### src/rtl/uart_rx_pkg.sv
// Shared definitions for the UART receiver: receive state encoding and the
// constant functions used to size the baud counter and FIFO.
`timescale 1ns/1ps
package uart_rx_pkg;

    typedef enum logic [1:0] {
        IDLE  = 2'd0,
        START = 2'd1,
        DATA  = 2'd2,
        STOP  = 2'd3
    } rx_state_t;

    // Clock cycles per bit, rounded to the nearest integer.
    function automatic int baud_count(input int clk_hz, input int baud);
        return (clk_hz + baud / 2) / baud;
    endfunction

    function automatic int clog2(input int n);
        int r;
        r = 0;
        while ((1 << r) < n) begin
            r = r + 1;
        end
        return r;
    endfunction

endpackage

### src/rtl/uart_rx_fifo_buf.sv
// Synchronous first-word-fall-through FIFO. The head entry is kept in a
// register so o_data is valid in the same cycle that o_empty falls.
`timescale 1ns/1ps
module uart_rx_fifo_buf
    import uart_rx_pkg::*;
#(
    parameter int G_WIDTH = 8,
    parameter int G_DEPTH = 16
) (
    input  logic               i_clk,
    input  logic               i_rst,
    input  logic               i_push,
    input  logic [G_WIDTH-1:0] i_data,
    input  logic               i_pop,
    output logic [G_WIDTH-1:0] o_data,
    output logic               o_empty,
    output logic               o_full,
    output logic               o_overflow_evt
);

    localparam int AW   = clog2(G_DEPTH);
    localparam int CNTW = AW + 1;

    logic [G_WIDTH-1:0] mem_q [G_DEPTH];
    logic [AW-1:0]      wr_ptr_q;
    logic [AW-1:0]      rd_ptr_q;
    logic [AW-1:0]      rd_ptr_inc;
    logic [CNTW-1:0]    count_q;
    logic [G_WIDTH-1:0] head_q;
    logic               empty;
    logic               full;
    logic               do_pop;
    logic               do_push;

    assign empty          = (count_q == '0);
    assign full           = (count_q == CNTW'(G_DEPTH));
    assign do_pop         = i_pop && !empty;
    // A pop in the same cycle frees the slot, so a push into a full FIFO still lands.
    assign do_push        = i_push && (!full || do_pop);
    assign o_overflow_evt = i_push && full && !do_pop;
    assign rd_ptr_inc     = rd_ptr_q + AW'(1);

    assign o_data  = head_q;
    assign o_empty = empty;
    assign o_full  = full;

    always_ff @(posedge i_clk) begin
        if (do_push) begin
            mem_q[wr_ptr_q] <= i_data;
        end
    end

    always_ff @(posedge i_clk or posedge i_rst) begin
        if (i_rst) begin
            wr_ptr_q <= '0;
            rd_ptr_q <= '0;
            count_q  <= '0;
            head_q   <= '0;
        end else begin
            if (do_push) begin
                wr_ptr_q <= wr_ptr_q + AW'(1);
            end
            if (do_pop) begin
                rd_ptr_q <= rd_ptr_inc;
            end
            case ({do_push, do_pop})
                2'b10:   count_q <= count_q + CNTW'(1);
                2'b01:   count_q <= count_q - CNTW'(1);
                default: count_q <= count_q;
            endcase
            // Next head: the following stored entry, or the incoming byte when
            // the FIFO would otherwise run dry.
            if (do_pop) begin
                if (count_q == CNTW'(1)) begin
                    if (do_push) begin
                        head_q <= i_data;
                    end
                end else begin
                    head_q <= mem_q[rd_ptr_inc];
                end
            end else if (do_push && empty) begin
                head_q <= i_data;
            end
        end
    end

endmodule

### src/rtl/uart_rx_fifo.sv
// UART receiver (8 data bits, 1 or 2 stop bits) with mid-bit sampling,
// feeding a small FWFT FIFO read by the processor.
//
// state | meaning
// IDLE  | waiting for a synced high-to-low edge on the line
// START | half a bit after the edge, confirm the start bit is still low
// DATA  | sample 8 data bits LSB first, one per bit time
// STOP  | sample G_NSTOP stop bits; push the byte or flag a framing error
`timescale 1ns/1ps
module uart_rx_fifo
    import uart_rx_pkg::*;
#(
    parameter int G_CLK_FREQ_HZ = 100_000_000,
    parameter int G_BAUD        = 115200,
    parameter int G_NSTOP       = 1,
    parameter int G_FIFO_DEPTH  = 16,
    parameter int G_SYNC_STAGES = 2
) (
    input  logic       i_clk,
    input  logic       i_rst,
    input  logic       i_uart_rx,
    input  logic       i_rd,
    input  logic       i_clr,
    output logic [7:0] o_data,
    output logic       o_empty,
    output logic       o_full,
    output logic       o_frame_err,
    output logic       o_overflow
);

    localparam int C_BAUD = baud_count(G_CLK_FREQ_HZ, G_BAUD);
    localparam int C_HALF = C_BAUD / 2;
    localparam int CW     = clog2(C_BAUD) + 1;
    localparam logic [CW-1:0] C_BAUD_LD = CW'(C_BAUD - 1);
    localparam logic [CW-1:0] C_HALF_LD = CW'(C_HALF - 1);

    logic [G_SYNC_STAGES-1:0] sync_q;
    logic                     s_rx;
    logic                     rx_dly_q;
    rx_state_t                state_q;
    logic [CW-1:0]            cnt_q;
    logic                     cnt_zero;
    logic [2:0]               bit_idx_q;
    logic                     stop_idx_q;
    logic                     stop_bad_q;
    logic [7:0]               shift_q;
    logic                     push_q;
    logic                     frame_err_q;
    logic                     overflow_q;
    logic                     overflow_evt;

    assign s_rx     = sync_q[G_SYNC_STAGES-1];
    assign cnt_zero = (cnt_q == '0);

    always_ff @(posedge i_clk or posedge i_rst) begin
        if (i_rst) begin
            sync_q   <= '1;
            rx_dly_q <= 1'b1;
        end else begin
            sync_q   <= {sync_q[G_SYNC_STAGES-2:0], i_uart_rx};
            rx_dly_q <= s_rx;
        end
    end

    always_ff @(posedge i_clk or posedge i_rst) begin
        if (i_rst) begin
            state_q     <= IDLE;
            cnt_q       <= '0;
            bit_idx_q   <= '0;
            stop_idx_q  <= 1'b0;
            stop_bad_q  <= 1'b0;
            shift_q     <= '0;
            push_q      <= 1'b0;
            frame_err_q <= 1'b0;
        end else begin
            push_q      <= 1'b0;
            frame_err_q <= 1'b0;
            if (!cnt_zero) begin
                cnt_q <= cnt_q - CW'(1);
            end
            case (state_q)
                IDLE: begin
                    if (rx_dly_q && !s_rx) begin
                        cnt_q   <= C_HALF_LD;
                        state_q <= START;
                    end
                end
                START: begin
                    if (cnt_zero) begin
                        if (s_rx) begin
                            state_q <= IDLE;
                        end else begin
                            cnt_q     <= C_BAUD_LD;
                            bit_idx_q <= '0;
                            state_q   <= DATA;
                        end
                    end
                end
                DATA: begin
                    if (cnt_zero) begin
                        shift_q   <= {s_rx, shift_q[7:1]};
                        bit_idx_q <= bit_idx_q + 3'd1;
                        cnt_q     <= C_BAUD_LD;
                        if (bit_idx_q == 3'd7) begin
                            stop_idx_q <= 1'b0;
                            stop_bad_q <= 1'b0;
                            state_q    <= STOP;
                        end
                    end
                end
                STOP: begin
                    if (cnt_zero) begin
                        if (stop_idx_q == 1'(G_NSTOP - 1)) begin
                            state_q <= IDLE;
                            if (stop_bad_q || !s_rx) begin
                                frame_err_q <= 1'b1;
                            end else begin
                                push_q <= 1'b1;
                            end
                        end else begin
                            stop_idx_q <= 1'b1;
                            stop_bad_q <= !s_rx;
                            cnt_q      <= C_BAUD_LD;
                        end
                    end
                end
                default: state_q <= IDLE;
            endcase
        end
    end

    // A fresh overflow outranks a clear arriving in the same cycle.
    always_ff @(posedge i_clk or posedge i_rst) begin
        if (i_rst) begin
            overflow_q <= 1'b0;
        end else if (overflow_evt) begin
            overflow_q <= 1'b1;
        end else if (i_clr) begin
            overflow_q <= 1'b0;
        end
    end

    uart_rx_fifo_buf #(
        .G_WIDTH (8),
        .G_DEPTH (G_FIFO_DEPTH)
    ) u_buf (
        .i_clk          (i_clk),
        .i_rst          (i_rst),
        .i_push         (push_q),
        .i_data         (shift_q),
        .i_pop          (i_rd),
        .o_data         (o_data),
        .o_empty        (o_empty),
        .o_full         (o_full),
        .o_overflow_evt (overflow_evt)
    );

    assign o_frame_err = frame_err_q;
    assign o_overflow  = overflow_q;

endmodule
### config.mk
export PLATFORM = sky130hd
export DESIGN_NAME = uart_rx_fifo
export DESIGN_NICKNAME = d
export VERILOG_FILES = /design/src/rtl/uart_rx_pkg.sv /design/src/rtl/uart_rx_fifo_buf.sv /design/src/rtl/uart_rx_fifo.sv
export SDC_FILE = /design/constraint.sdc
export NUM_CORES = 1
export LEC_CHECK = 0
export BUFFER_PORTS_ARGS = -buffer_cell sky130_fd_sc_hd__buf_2
export CORE_UTILIZATION = 50
export DETAILED_ROUTE_END_ITERATION = 6
export PLACE_DENSITY = 0.66
export RECOVER_POWER = 25
export SKIP_CTS_REPAIR_TIMING = 1
export SLEW_MARGIN = 20
export SYNTH_ARGS = -nofsm -noshare
export SYNTH_HDL_FRONTEND = slang
export SYNTH_SLANG_ARGS = --single-unit
### constraint.sdc
create_clock -name i_clk -period 5.06 [get_ports i_clk]
set_input_delay 0.253 -clock i_clk [delete_from_list [all_inputs] [get_ports i_clk]]
set_output_delay 0.253 -clock i_clk [all_outputs]
set_load 0.02 [all_outputs]
== Word level (Yosys, flattened, before mapping) ==
Memory sizes are Yosys's and may differ from the RTL's.
Index checks and enable logic that the tools add are counted.

* Input port bits: 5
* Memory bits (writable): 128
* Memories kept: 1
* Output and inout port bits: 12
* Word-level logic and storage cells: 110
* Bits in registers: 53

{| class="wikitable"
|+ Memory list
! name !! words !! bits a word !! read ports !! clocked after memory_dff !! write ports !! line !! RTL
|-
| u_buf.mem_q || 16 || 8 || 1 || 0 || 1 || uart_rx_fifo_buf.sv:24 || <nowiki>logic [G_WIDTH-1:0] mem_q [G_DEPTH];</nowiki>
|}

* Equality and inequality tests: 17
* Reduce and logical (&&, ||, !) cells: 26
* $add $sub $neg: 6
* Mux-type cells: 45

{| class="wikitable"
|+ Operators by type and width
! cell !! number
|-
| $mux 11 || 7
|-
| $pmux 11 s4 || 1
|-
| $mux 8 || 4
|-
| $mux 1 || 18
|-
| $ne 2x2->1 const B || 8
|-
| $mux 2 || 7
|-
| $logic_not 11->1 || 1
|-
| $sub 11x1->11 const B || 1
|-
| $pmux 5 s2 || 1
|-
| $reduce_bool 2->1 || 5
|-
| $mux 3 || 3
|-
| $add 4x1->4 const B || 2
|-
| $pmux 2 s4 || 1
|-
| $reduce_and 4->1 || 2
|-
| $eq 2x2->1 const B || 3
|-
| $logic_and 1x1->1 || 6
|-
| $pmux 3 s2 || 1
|-
| $reduce_and 6->1 || 1
|-
| $add 5x1->5 const B || 1
|-
| $eq 5x1->1 const B || 1
|-
| $eq 5x5->1 const B || 1
|-
| $logic_not 5->1 || 1
|-
| $reduce_and 5->1 || 1
|-
| $sub 5x1->5 const B || 1
|-
| 9 further kinds || 16
|}

== Depth between registers and ports, before layout ==
Gate-level depths: netlist (run 1).

* Word-level depth: 8
* Gate-level depth with buffers: 11
* Gate-level depth less buffers: 9

== Cells and area by module ==
From an unflattened synthesis (run 1), not the netlist that was laid out.

* Cell total of the unflattened synthesis: 490
* Area, all modules: 7749.9 µm²

{| class="wikitable"
|+ Modules (own cells, without submodules)
! module !! cells each !! area an instance (µm²) !! instances
|-
| uart_rx_fifo_buf || 366 || 6236.0 || 1
|-
| uart_rx_fifo || 124 || 1514.0 || 1
|}

== Worst setup path after synthesis (run 1) ==
OpenSTA, ideal clock, no wires.

* Path kind: register to register
* Start point: register u_buf.count_q[0]
* End point: memory u_buf.mem_q[3][0] (enable)
* Library setup time: 0.383 ns
* Cell stages (with the launch flop): 6
* Data arrival time: 1.862 ns
* Slack: 2.815 ns
* Path buffers: 0
* Period minus slack after synthesis: 2.245 ns
* Data required time: 4.677 ns
* Cell sequence: dfrtp_1 > inv_1 > ha_1 > a41oi_2 > nand2_1 > nor3_1

* Word-level cells in the longest chain between the ends: 7

{| class="wikitable"
|+ Ends and longest elaborated chain
! item !! line !! RTL
|-
| start, declared || uart_rx_fifo_buf.sv:28 || <nowiki>logic [CNTW-1:0] count_q;</nowiki>
|-
| start signal, assigned || uart_rx_fifo_buf.sv:67 || <nowiki>2'b10: count_q <= count_q + CNTW'(1);</nowiki>
|-
| start signal, assigned || uart_rx_fifo_buf.sv:68 || <nowiki>2'b01: count_q <= count_q - CNTW'(1);</nowiki>
|-
| start signal, assigned || uart_rx_fifo_buf.sv:69 || <nowiki>default: count_q <= count_q;</nowiki>
|-
| $logic_not 5->1 || uart_rx_fifo_buf.sv:35 || <nowiki>assign empty = (count_q == '0);</nowiki>
|-
| $logic_not 1->1 || uart_rx_fifo_buf.sv:37 || <nowiki>assign do_pop = i_pop && !empty;</nowiki>
|-
| $logic_and 1x1->1 || uart_rx_fifo_buf.sv:37 ||
|-
| $logic_or 1x1->1 (*) || uart_rx_fifo_buf.sv:39 || <nowiki>assign do_push = i_push && (!full || do_pop);</nowiki>
|-
| $logic_and 1x1->1 (*) || uart_rx_fifo_buf.sv:39 ||
|-
| $mux 1 (*) || uart_rx_fifo_buf.sv:48 || <nowiki>if (do_push) begin</nowiki>
|-
| $mux 1 (implied by the code) (*) || uart_rx_fifo_buf.sv:49 || <nowiki>mem_q[wr_ptr_q] <= i_data;</nowiki>
|-
| end, declared || uart_rx_fifo_buf.sv:24 ||
|}

Every way passes the cells marked *; elsewhere a longest branch is shown, timed or not.

==> results of run 1 <==
routing by layer:
metal	track usage	up-vias	part of all wire
li1	-	1829	-
met2	0.3208	84	0.50
met5	0	-	0
met1	0.2637	2025	0.44
met3	0.04206	13	0.048
met4	0.06378	0	0.012
worst min path at each step:
| stage | from | endpoint | slack [ns] | cells after the start |
|---|---|---|---|---|
| 2_1_floorplan | i_uart_rx | sync_q[0]$_DFF_PP1_ | 0.26 | 0 |
| 4_1_cts | i_uart_rx | sync_q[0]$_DFF_PP1_ | -0.1 | 1 |
| 3_3_place_gp | sync_q[0]$_DFF_PP1_ | sync_q[1]$_DFF_PP1_ | 0.35 | 0 |
| 6_report | i_clr | o_overflow$_DFFE_PP0P_ | 0.11 | 3 |
| 3_5_place_dp | sync_q[0]$_DFF_PP1_ | sync_q[1]$_DFF_PP1_ | 0.35 | 0 |
| 5_1_grt | i_clr | o_overflow$_DFFE_PP0P_ | 0.12 | 3 |
cells by family (layout without fill, tap and decap cells):
| kind of cell | count (synthesis) | count (layout) |
|---|---|---|
| flip-flops | 180 | 180 |
| multiplexers | 51 | 51 |
| AO/OA/AOI/OAI | 58 | 58 |
| buffers and inverters | 47 | 84 |
| AND/OR/NAND/NOR | 99 | 99 |
| adder cells (fa/ha/maj) | 14 | 14 |
| XOR/XNOR | 17 | 17 |
placed cells by master (no fill, tap or decap), types with 5 or more instances in the layout:
cell type and count:
clkbuf_16 17, mux2_2 12, mux4_1 5, o22ai_1 8, o21ai_1 8, inv_1 25, ha_1 13, buf_2 16
nor3_1 8, a21oi_1 6, nor2_1 26, o21ai_0 8, edfxtp_1 128, clkinv_1 6, mux4_2 27, nand2_1 32
xnor2_1 16, dfrtp_1 48, a221oi_1 5, mux2_4 6, bufinv_16 5
report_power, final:
part	internal (mW)	switching [mW]	leakage, nW	total (mW)
Clock	0.885	0.519	0.312	1.40
Combinational	0.467	0.604	0.945	1.07
Sequential	1.68	0.133	1.84	1.81
state kept, by name, summed over array words and instances, names as in the netlist, named ones only:
name,count
u_buf.o_data,8
u_buf.count_q,5
u_buf.rd_ptr_q,4
o_frame_err,1
rx_dly_q,1
cnt_q,11
bit_idx_q,3
o_overflow,1
state_q,1
sync_q,2
push_q,1
stop_bad_q,1
shift_q,8
u_buf.wr_ptr_q,4
u_buf.mem_q,128
metrics by stage:
stage	hold WS, ns	utilization	setup slack (ns)
2_1_floorplan	0.2575	-	2.815
3_3_place_gp	0.3466	0.5345	2.492
3_5_place_dp	0.3491	0.5345	2.276
4_1_cts	-0.09656	0.5774	2.271
5_1_grt	0.1236	0.5784	1.725
6_report	0.1082	0.5784	2.358
cell type report:
class | count | area (um^2)
Fill cell | 1119 | 6220
Multi-Input combinational cell | 239 | 2285
Clock buffer | 21 | 450.4
Inverter | 30 | 112.6
Clock inverter | 11 | 182.7
Tap cell | 184 | 230.2
Timing Repair Buffer | 22 | 123.9
Sequential cell | 180 | 5150
synth_stat cells, types with 2 or more instances:
cell type  count  share of area
nor2b_1        2         0.0016
buf_12         3         0.0078
nand3_1        2         0.0013
nor3b_1        2         0.0020
xnor2_1       16          0.018
o21ai_1        9         0.0059
and2_4         2         0.0023
inv_1         25          0.012
mux4_2        27          0.079
mux4_1         5          0.017
a221oi_1       5         0.0057
dfrtp_1       49           0.16
nor3_1         9         0.0059
nand2_1       32          0.016
a22o_1         3         0.0034
a41oi_2        2         0.0042
o22ai_1        8         0.0065
mux2_2        12          0.018
clkinv_1       5         0.0024
ha_1          14          0.023
buf_1          2        0.00098
buf_2          4         0.0026
a221oi_2       3         0.0059
buf_6          3         0.0044
a21oi_1        6         0.0039
clkbuf_1       4         0.0020
o22ai_4        2         0.0052
o21ai_0        8         0.0052
dfstp_2        3          0.010
nand4_1        3         0.0024
edfxtp_1     128           0.50
nand2b_1       4         0.0033
nor2_1        26          0.013
mux2_4         6          0.012
and2_1         2         0.0016
nor4_1         4         0.0033
critical path, cell delays in order:
cell and delay, ns:
buf_2 0.09, inv_1 0.04, clkbuf_1 2.01
==> metrics.csv, run 1 <==
metric,value,unit
vias in the first global route,4085,
arrival time at the worst endpoint,2.40,ns
RSZ-0062 raised after global routing,no,
Longest Clk Path Bufs,2,
fin crit share,0.5340,
Placed Instances,654,
slew margin rel.,-0.8909,
Setup crit start,i_rst,
area grow syn2layout,11.15,%
# IOs,17,
Site Rows,44,
asr flop ratio synth,0.2889,
vias per cell,5.751,
fin area,0.008534,mm^2
"Primary FF master, synth",edfxtp_1,
post-synthesis net count,485,
"Clk Latency, worst-skew pair",0.43,ns
Die ar.,0.01586,mm^2
"Cell Count, Final, Fillers Out",687,
PwrDens,502.2,mW/mm^2
gpl congestion,0.7887,
Worst Path Max Fanout,52,
total power,4.286,mW
sequential-to-total area share from yosys stat,0.6705,
layout cells sized above 1,0.2326,
Worst-Margin Slew,2.836,ns
Synth Area in XOR/XNOR,0.01939,
"Clk pin slew, worst setup/hold paths",0.06,ns
largest net degree at the start of global routing,53,
Total Wirelength,14190,um
Crit Reg-Reg Endpoint,u_buf.mem_q[12][1]$_DFFE_PP_,
minimum clock period,2.702,ns
n_diodes,0,
largest family of logic cells by synthesized area,multiplexers,
WP data required,4.76,ns
Post-route DRC,0,
Max Slew Vio Count,53,
die width,125.9,um
mux cell area share after synthesis,0.1269,
Nets,509,
hpwl dp,9281,um
Final TNS setup,0,ns
YS warnings,0,
Leakage,3.099,nW
CP Class,input pin to asynchronous set/reset pin,
Hold Crit Class,input pin to flop,
Synth Cell Area,0.007679,mm^2
initial drt markers,244,
Max Freq,370.1,MHz
Chip Height,125.9,um
via count,3951,
root buf cell,clkbuf_16,
count of final setup violators,0,
max_cap viols,1,
CTS H-tree depth,4,
WL per Instance,20.65,um
Core Region,0.01475,mm^2
violated checks,"max-capacitance violations, max-slew violations",
first-pass GRT wire length,22780,um
run status,"complete, but fails checks",
Initial Util,0.5204,
clock sinks,180,
simple-gate area share of the yosys netlist,0.06485,
Placed Area,0.007886,mm^2
Pre-antenna DRT Iters,5,
Setup crit end kind,asynchronous set/reset pin,
"IR drop worst, VDD",343.6,uV
PortBufs,16,
Synth Register Bits,180,
R2R Setup Slk,2.46,ns
origin of the critical flop-to-flop path,u_buf.count_q[0]$_DFFE_PP0P_,
cts bufs inserted,17,
post-detailed-route count of antenna-violating nets,0,
Final Hold Fails,0,
worst reg-to-reg path cell count,5,
Layout Skew,0.01148,ns
CTS tree,yes,
GRT Overall Usage,0.1961,
initial antenna violation count,0,
Post-synth EDFFs,128,
post-synthesis cell type count,62,
Critical Path Source Type,input pin,
grt total ovfl,0,
Post-Synthesis Cells,466,
syn avg cell area,16.48,um^2
adder-cell share of the synthesized area,0.02281,
complex-gate fraction of the synthesized area,0.06208,
Critical Path Sink,u_buf.rd_ptr_q[0]$_DFFE_PP0N_,
Note: power is estimated with default switching activity, not from simulation.
==> run 2, diff against run 1 <==
PLACE_DENSITY = 0.68   (was 0.66)
clock period = 2.4 ns   (was 5.06 ns; I/O delays follow)
==> run 2 against run 1 <==
Net effect: the run ends with negative hold slack left; clock-buffer cell count shrank 4; combinational power grew 130%; die area is the same; global-route usage grew 0.54 points; cell count grew 2.5%; critical path depth grew 3; final area grew 1.2%; sequential cell count is the same; total power grew 110%; clock power grew 96%; first-iteration DRC count grew 7.8%; critical endpoint is now u_buf.mem_q[3][1]$_DFFE_PP_.
==> metrics.csv, run 2 (synthesis results as in run 1) <==
metric,value,unit
run status,"complete, but fails checks",
violated checks,negative hold slack,
GRT Overall Usage,0.2015,
Clock Power Share,0.305,
critical path cell sequence,inv_1 -> ha_1 -> a41oi_2 -> nand2_1 -> nor3_1 -> buf_4,
Die ar.,0.01586,mm^2
Max Slew Vio Count,0,
worst reg-to-reg path cell count,6,
root buf cell,clkbuf_16,
Longest Clk Path Bufs,2,
area grow syn2layout,12.45,%
WP data required,2.52,ns
GR Layer Usage met1,0.2713,
Int Power,6.261,mW
RSZ-0062 raised after global routing,no,
PwrDens,1046,mW/mm^2
Min Hold Slack,-0.01756,ns
Pre-antenna DRT Iters,4,
Largest Register,u_buf.mem_q,
first-pass GRT wire length,23480,um
layout cells sized above 1,0.2500,
CP max-delay cell,dfrtp_1,
Critical Path Source Type,flop,
P_sw,2.772,mW
hpwl dp,9178,um
Initial Util,0.5204,
largest net degree at the start of global routing,53,
# IOs,17,
Placed Instances,670,
Top Registers,"u_buf.mem_q: 128 flops, cnt_q: 11 flops",
total power,9.033,mW
Worst Path Max Fanout,10,
grt total ovfl,0,
Total Wirelength,14580,um
"IR drop worst, VDD",694.9,uV
"Clk pin slew, worst setup/hold paths",0.07,ns
initial antenna violation count,0,
Combinational Power Share,0.273,
CP peak stage delay,0.43,ns
vias per cell,5.717,
Site Rows,44,
met2 usage,0.3289,
"commonest non-fill, non-tap cell in the layout",edfxtp_1,
Worst-Margin Slew,1.313,ns
Layout Skew,0.01674,ns
CTS H-tree depth,4,
Post-route DRC,0,
arrival time at the worst endpoint,2.24,ns
Core Region,0.01475,mm^2
PortBufs,16,
post-detailed-route count of antenna-violating nets,0,
initial drt markers,263,
vias in the first global route,4208,
minimum clock period,2.121,ns
Max Freq,471.4,MHz
via count,4025,
die width,125.9,um
busiest metal layer after global routing,met2,
max reg flops,128,
Flop pwr share,0.423,
CTS tree,yes,
Final Hold Fails,1,
"Clk Latency, worst-skew pair",0.43,ns
switching part of the total power,0.3069,
fin crit share,0.8840,
clock sinks,180,
Nets,526,
n_diodes,0,
max_cap viols,0,
Chip Height,125.9,um
cts bufs inserted,17,
most frequent cells in the layout,"edfxtp_1, dfrtp_1, nand2_1",
WL per Instance,20.70,um
Setup crit end kind,flop,
hold path depth,3,
"Cell Count, Final, Fillers Out",704,
Hold Crit Class,input pin to flop,
gpl congestion,0.7579,
CP Class,flop to flop,
post-layout util,0.5852,
count of final setup violators,0,
Leakage,3.190,nW
Final TNS setup,0,ns
slew margin rel.,0.1245,
GR Util met3,0.04673,
==> run 2: changes by cell type in the layout (fill, tap and decap cells not counted), moves of 2 or more <==
| cell | previous run | this run |
|---|---|---|
| clkinv_1 | 6 | 9 |
| buf_4 | 4 | 18 |
| buf_12 | 0 | 2 |
| bufinv_16 | 5 | 3 |
| clkbuf_1 | 4 | 1 |
| clkinv_4 | 1 | 4 |
==> run 2: metal layers <==
layer | share of wire | wire, um | vias to the layer above
met5 | 0 | 0 | -
met4 | 0.011 | 161 | 0
met3 | 0.031 | 454 | 13
met2 | 0.50 | 7253 | 79
met1 | 0.46 | 6706 | 2066
li1 | - | - | 1867
==> run 2: stage by stage <==
step,area (um^2),worst slack (ns)
final,8635,0.2785
after global routing,8635,0.05674
after CTS,8618,0.2661
after detailed placement,8029,0.2654
after global placement,8029,0.3477
after floorplan,7679,0.1548
==> run 2: layout make-up <==
cell class / instances / area, um^2
fill: 1134 / 6120
sequential: 180 / 5150
multi-input combinational: 239 / 2273
clock buffer: 17 / 425.4
timing repair buffer: 39 / 279.0
tap: 184 / 230.2
clock inverter: 15 / 163.9
inverter: 30 / 112.6
==> run 2: worst paths after layout <==
kind / startpoint / endpoint / slack (ns)
max: u_buf.count_q[0]$_DFFE_PP0P_ / u_buf.mem_q[3][1]$_DFFE_PP_ / 0.28
min: i_clr / o_overflow$_DFFE_PP0P_ / -0.02
max reg2reg: u_buf.count_q[0]$_DFFE_PP0P_ / u_buf.mem_q[3][1]$_DFFE_PP_ / 0.28
min reg2reg: sync_q[0]$_DFF_PP1_ / sync_q[1]$_DFF_PP1_ / 0.36
max in group asynchronous: i_rst / u_buf.rd_ptr_q[0]$_DFFE_PP0N_ / 0.86
min in group asynchronous: i_rst / u_buf.count_q[4]$_DFFE_PP0P_ / 0.67
==> run 2: critical path: cells and delay by family, from the launching register on <==
family,cells,cell delay (ns)
AO/OA/AOI/OAI,1,0.42
adder cells (fa/ha/maj),1,0.26
AND/OR/NAND/NOR,2,0.40
buffers and inverters,2,0.30
flip-flops,1,0.43
==> run 2: power by group through the flow <==
stage	Sequential [mW]	Clock (mW)	Combinational, mW
global route	3.86	2.93	2.68
finish	3.82	2.75	2.46
detailed placement	3.88	0	2.50
floorplan	3.86	0	1.93
CTS	3.82	2.80	2.51
global placement	3.86	0	2.43
==> run 3, diff against run 2 <==
ABC_AREA = 1   (was default)
==> run 3 against run 2 <==
Net effect: the flow now finishes without violations; area after synthesis rose by 6.7%; worst setup slack improved by 0.032 ns; sequential share of layout area fell by 4.2 points; sequential power fell by 2%.
==> metrics.csv, run 3 <==
metric,value,unit
run status,"complete, no violations",
Final Hold Fails,0,
Longest Clk Path Bufs,2,
CP Class,flop to flop,
Layout Skew,0.008032,ns
initial antenna violation count,0,
"Primary FF master, synth",edfxtp_1,
Leakage,4.174,nW
Top Registers,"u_buf.mem_q: 128 flops, cnt_q: 11 flops",
ranking of synthesized cells by area,"edfxtp_1, dfrtp_1, nand2_1",
mux cell area share after synthesis,0.001222,
asr flop ratio synth,0.2889,
Site Rows,46,
Reg area,0.005150,mm^2
Final TNS setup,0,ns
initial drt markers,511,
# IOs,17,
Setup crit start,u_buf.count_q[0]$_DFFE_PP0P_,
Setup crit end kind,flop,
max_cap viols,0,
first-pass GRT wire length,27520,um
Worst Path Max Fanout,9,
Max Slew Vio Count,0,
post-place setup slack,0.3277,ns
hold path startpoint,i_rd,
die width,130.0,um
root buf cell,clkbuf_16,
post-route setup slack,0.3109,ns
Fill cells,1361,
layout cells sized above 1,0.1180,
post-layout util,0.5831,
Hold Crit Class,input pin to flop,
"commonest non-fill, non-tap cell in the layout",nand2_1,
fin crit share,0.8705,
grt total ovfl,0,
post-synthesis cell type count,36,
CTS tree,yes,
n_diodes,0,
hold path depth,5,
Post-route DRC,0,
Worst Hold End,u_buf.wr_ptr_q[0]$_DFFE_PP0P_,
R2R Setup Slk,0.31,ns
Placed Instances,1088,
gpl congestion,0.8827,
YS warnings,0,
Crit Reg-Reg Endpoint,u_buf.mem_q[7][1]$_DFFE_PP_,
CTS H-tree depth,4,
largest net degree at the start of global routing,36,
"Cell Count, Final, Fillers Out",1123,
largest area contributor in the netlist,edfxtp_1,
sequential-to-total area share from yosys stat,0.6286,
area grow syn2layout,13.50,%
Multi-input gate area,0.002487,mm^2
Largest Register,u_buf.mem_q,
PwrDens,1108,mW/mm^2
minimum clock period,2.089,ns
Worst-Margin Slew,1.060,ns
Die ar.,0.01690,mm^2
Core Region,0.01594,mm^2
"IR drop worst, VDD",618.0,uV
complex-gate fraction of the synthesized area,0.02597,
post-synthesis net count,862,
post-detailed-route count of antenna-violating nets,0,
clock sinks,180,
vias in the first global route,5226,
Pre-antenna DRT Iters,5,
Nets,913,
most common cell in the netlist,nand2_1,
"Clk Latency, worst-skew pair",0.43,ns
vias per cell,4.999,
WP data required,2.55,ns
count of final setup violators,0,
arrival time at the worst endpoint,2.24,ns
via count,5614,
most frequent cells in the layout,"nand2_1, edfxtp_1, nand3_1",
area share of the leading cell type in the synthesized netlist,0.4693,
hpwl dp,11920,um
PortBufs,16,
RSZ-0062 raised after global routing,no,
origin of the critical flop-to-flop path,u_buf.count_q[0]$_DFFE_PP0P_,
syn avg cell area,9.716,um^2
simple-gate area share of the yosys netlist,0.2342,
adder-cell share of the synthesized area,0.02139,
Critical Path Source Type,flop,
Post-synth EDFFs,128,
Chip Height,130.0,um
worst reg-to-reg path cell count,10,
Synth top cells by count,"nand2_1, edfxtp_1, nand3_1, inv_1, dfrtp_1",
Synth Area in XOR/XNOR,0.02093,
WL per Instance,15.68,um
Max Freq,478.7,MHz
Synth Register Bits,180,
slew margin rel.,0.2935,
Post-Synthesis Cells,843,
largest family of logic cells by synthesized area,simple AND/OR/NAND/NOR gates,
GRT Overall Usage,0.2241,
Initial Util,0.5137,
"Clk pin slew, worst setup/hold paths",0.06,ns
Total Wirelength,17610,um
max reg flops,128,
Synth Cell Area,0.008190,mm^2
cts bufs inserted,17,
[run 3: cell types whose count changed after synthesis, sizes merged, moves of 13 or more]
cell | before | now
o21ai | 18 | 32
mux2 | 18 | 0
nand2 | 32 | 291
inv | 25 | 113
nand3 | 2 | 112
mux4 | 32 | 0
xor2 | 1 | 14
xnor2 | 16 | 3
[run 3: report_power, final]
| part | switching [mW] | total [mW] | internal (mW) |
|---|---|---|---|
| sequential | 0.210 | 3.73 | 3.52 |
| clock | 1.12 | 2.67 | 1.55 |
| combinational | 2.57 | 3.90 | 1.33 |
| total | 3.90 | 10.3 | 6.40 |
[run 3: cell type report]
type                            count  area share
Tap cell                          216     0.02907
Clock buffer                       24     0.05316
Multi-Input combinational cell    524      0.2676
Inverter                          113     0.04563
Clock inverter                      8    0.007941
Timing Repair Buffer               58     0.04266
Sequential cell                   180      0.5540
[run 3: per-layer routing]
layer  vias up  share of wire  track usage
met1      2601           0.45       0.2966
met4         0          0.022      0.09097
met3        32          0.049      0.04100
met2       147           0.48       0.3674
met5         -              0            0
li1       2834              -            -
[run 3: how the worst max path moves through the flow]
stage | to | slack [ns] | depth (start not counted)
final | u_buf.mem_q[7][1]$_DFFE_PP_ | 0.31 | 10
after global routing | u_buf.mem_q[1][2]$_DFFE_PP_ | 0.07 | 10
after CTS | u_buf.mem_q[7][1]$_DFFE_PP_ | 0.31 | 10
after detailed placement | u_buf.mem_q[7][3]$_DFFE_PP_ | 0.33 | 10
after global placement | u_buf.mem_q[13][5]$_DFFE_PP_ | 0.38 | 10
after floorplan | u_buf.mem_q[0][0]$_DFFE_PP_ | 0.43 | 9
[run 3: cells by family after synthesis]
logic type,Yosys count
AO/OA/AOI/OAI,40
flip-flops,180
buffers and inverters,139
adder cells (fa/ha/maj),14
multiplexers,1
XOR/XNOR,17
AND/OR/NAND/NOR,452
[run 3: per-stage QoR]
stage	hold WS (ns)	cell area (um^2)	total power [mW]
3_3_place_gp	0.1142	8717	7.647
6_report	0.1585	9296	10.30
4_1_cts	-0.3446	9285	10.34
2_1_floorplan	0.1245	8190	6.571
5_1_grt	0.2034	9296	10.95
3_5_place_dp	0.1160	8717	7.669
[run 3: worst max-delay path, stage by stage, from the launching register on]
cell	delay (ns)
dfrtp_1	0.43
inv_1	0.11
ha_1	0.22
nand3_1	0.12
nand2_1	0.08
nand2_1	0.06
nand2_1	0.08
inv_2	0.15
nand2_2	0.13
nor2_1	0.23
buf_4	0.20
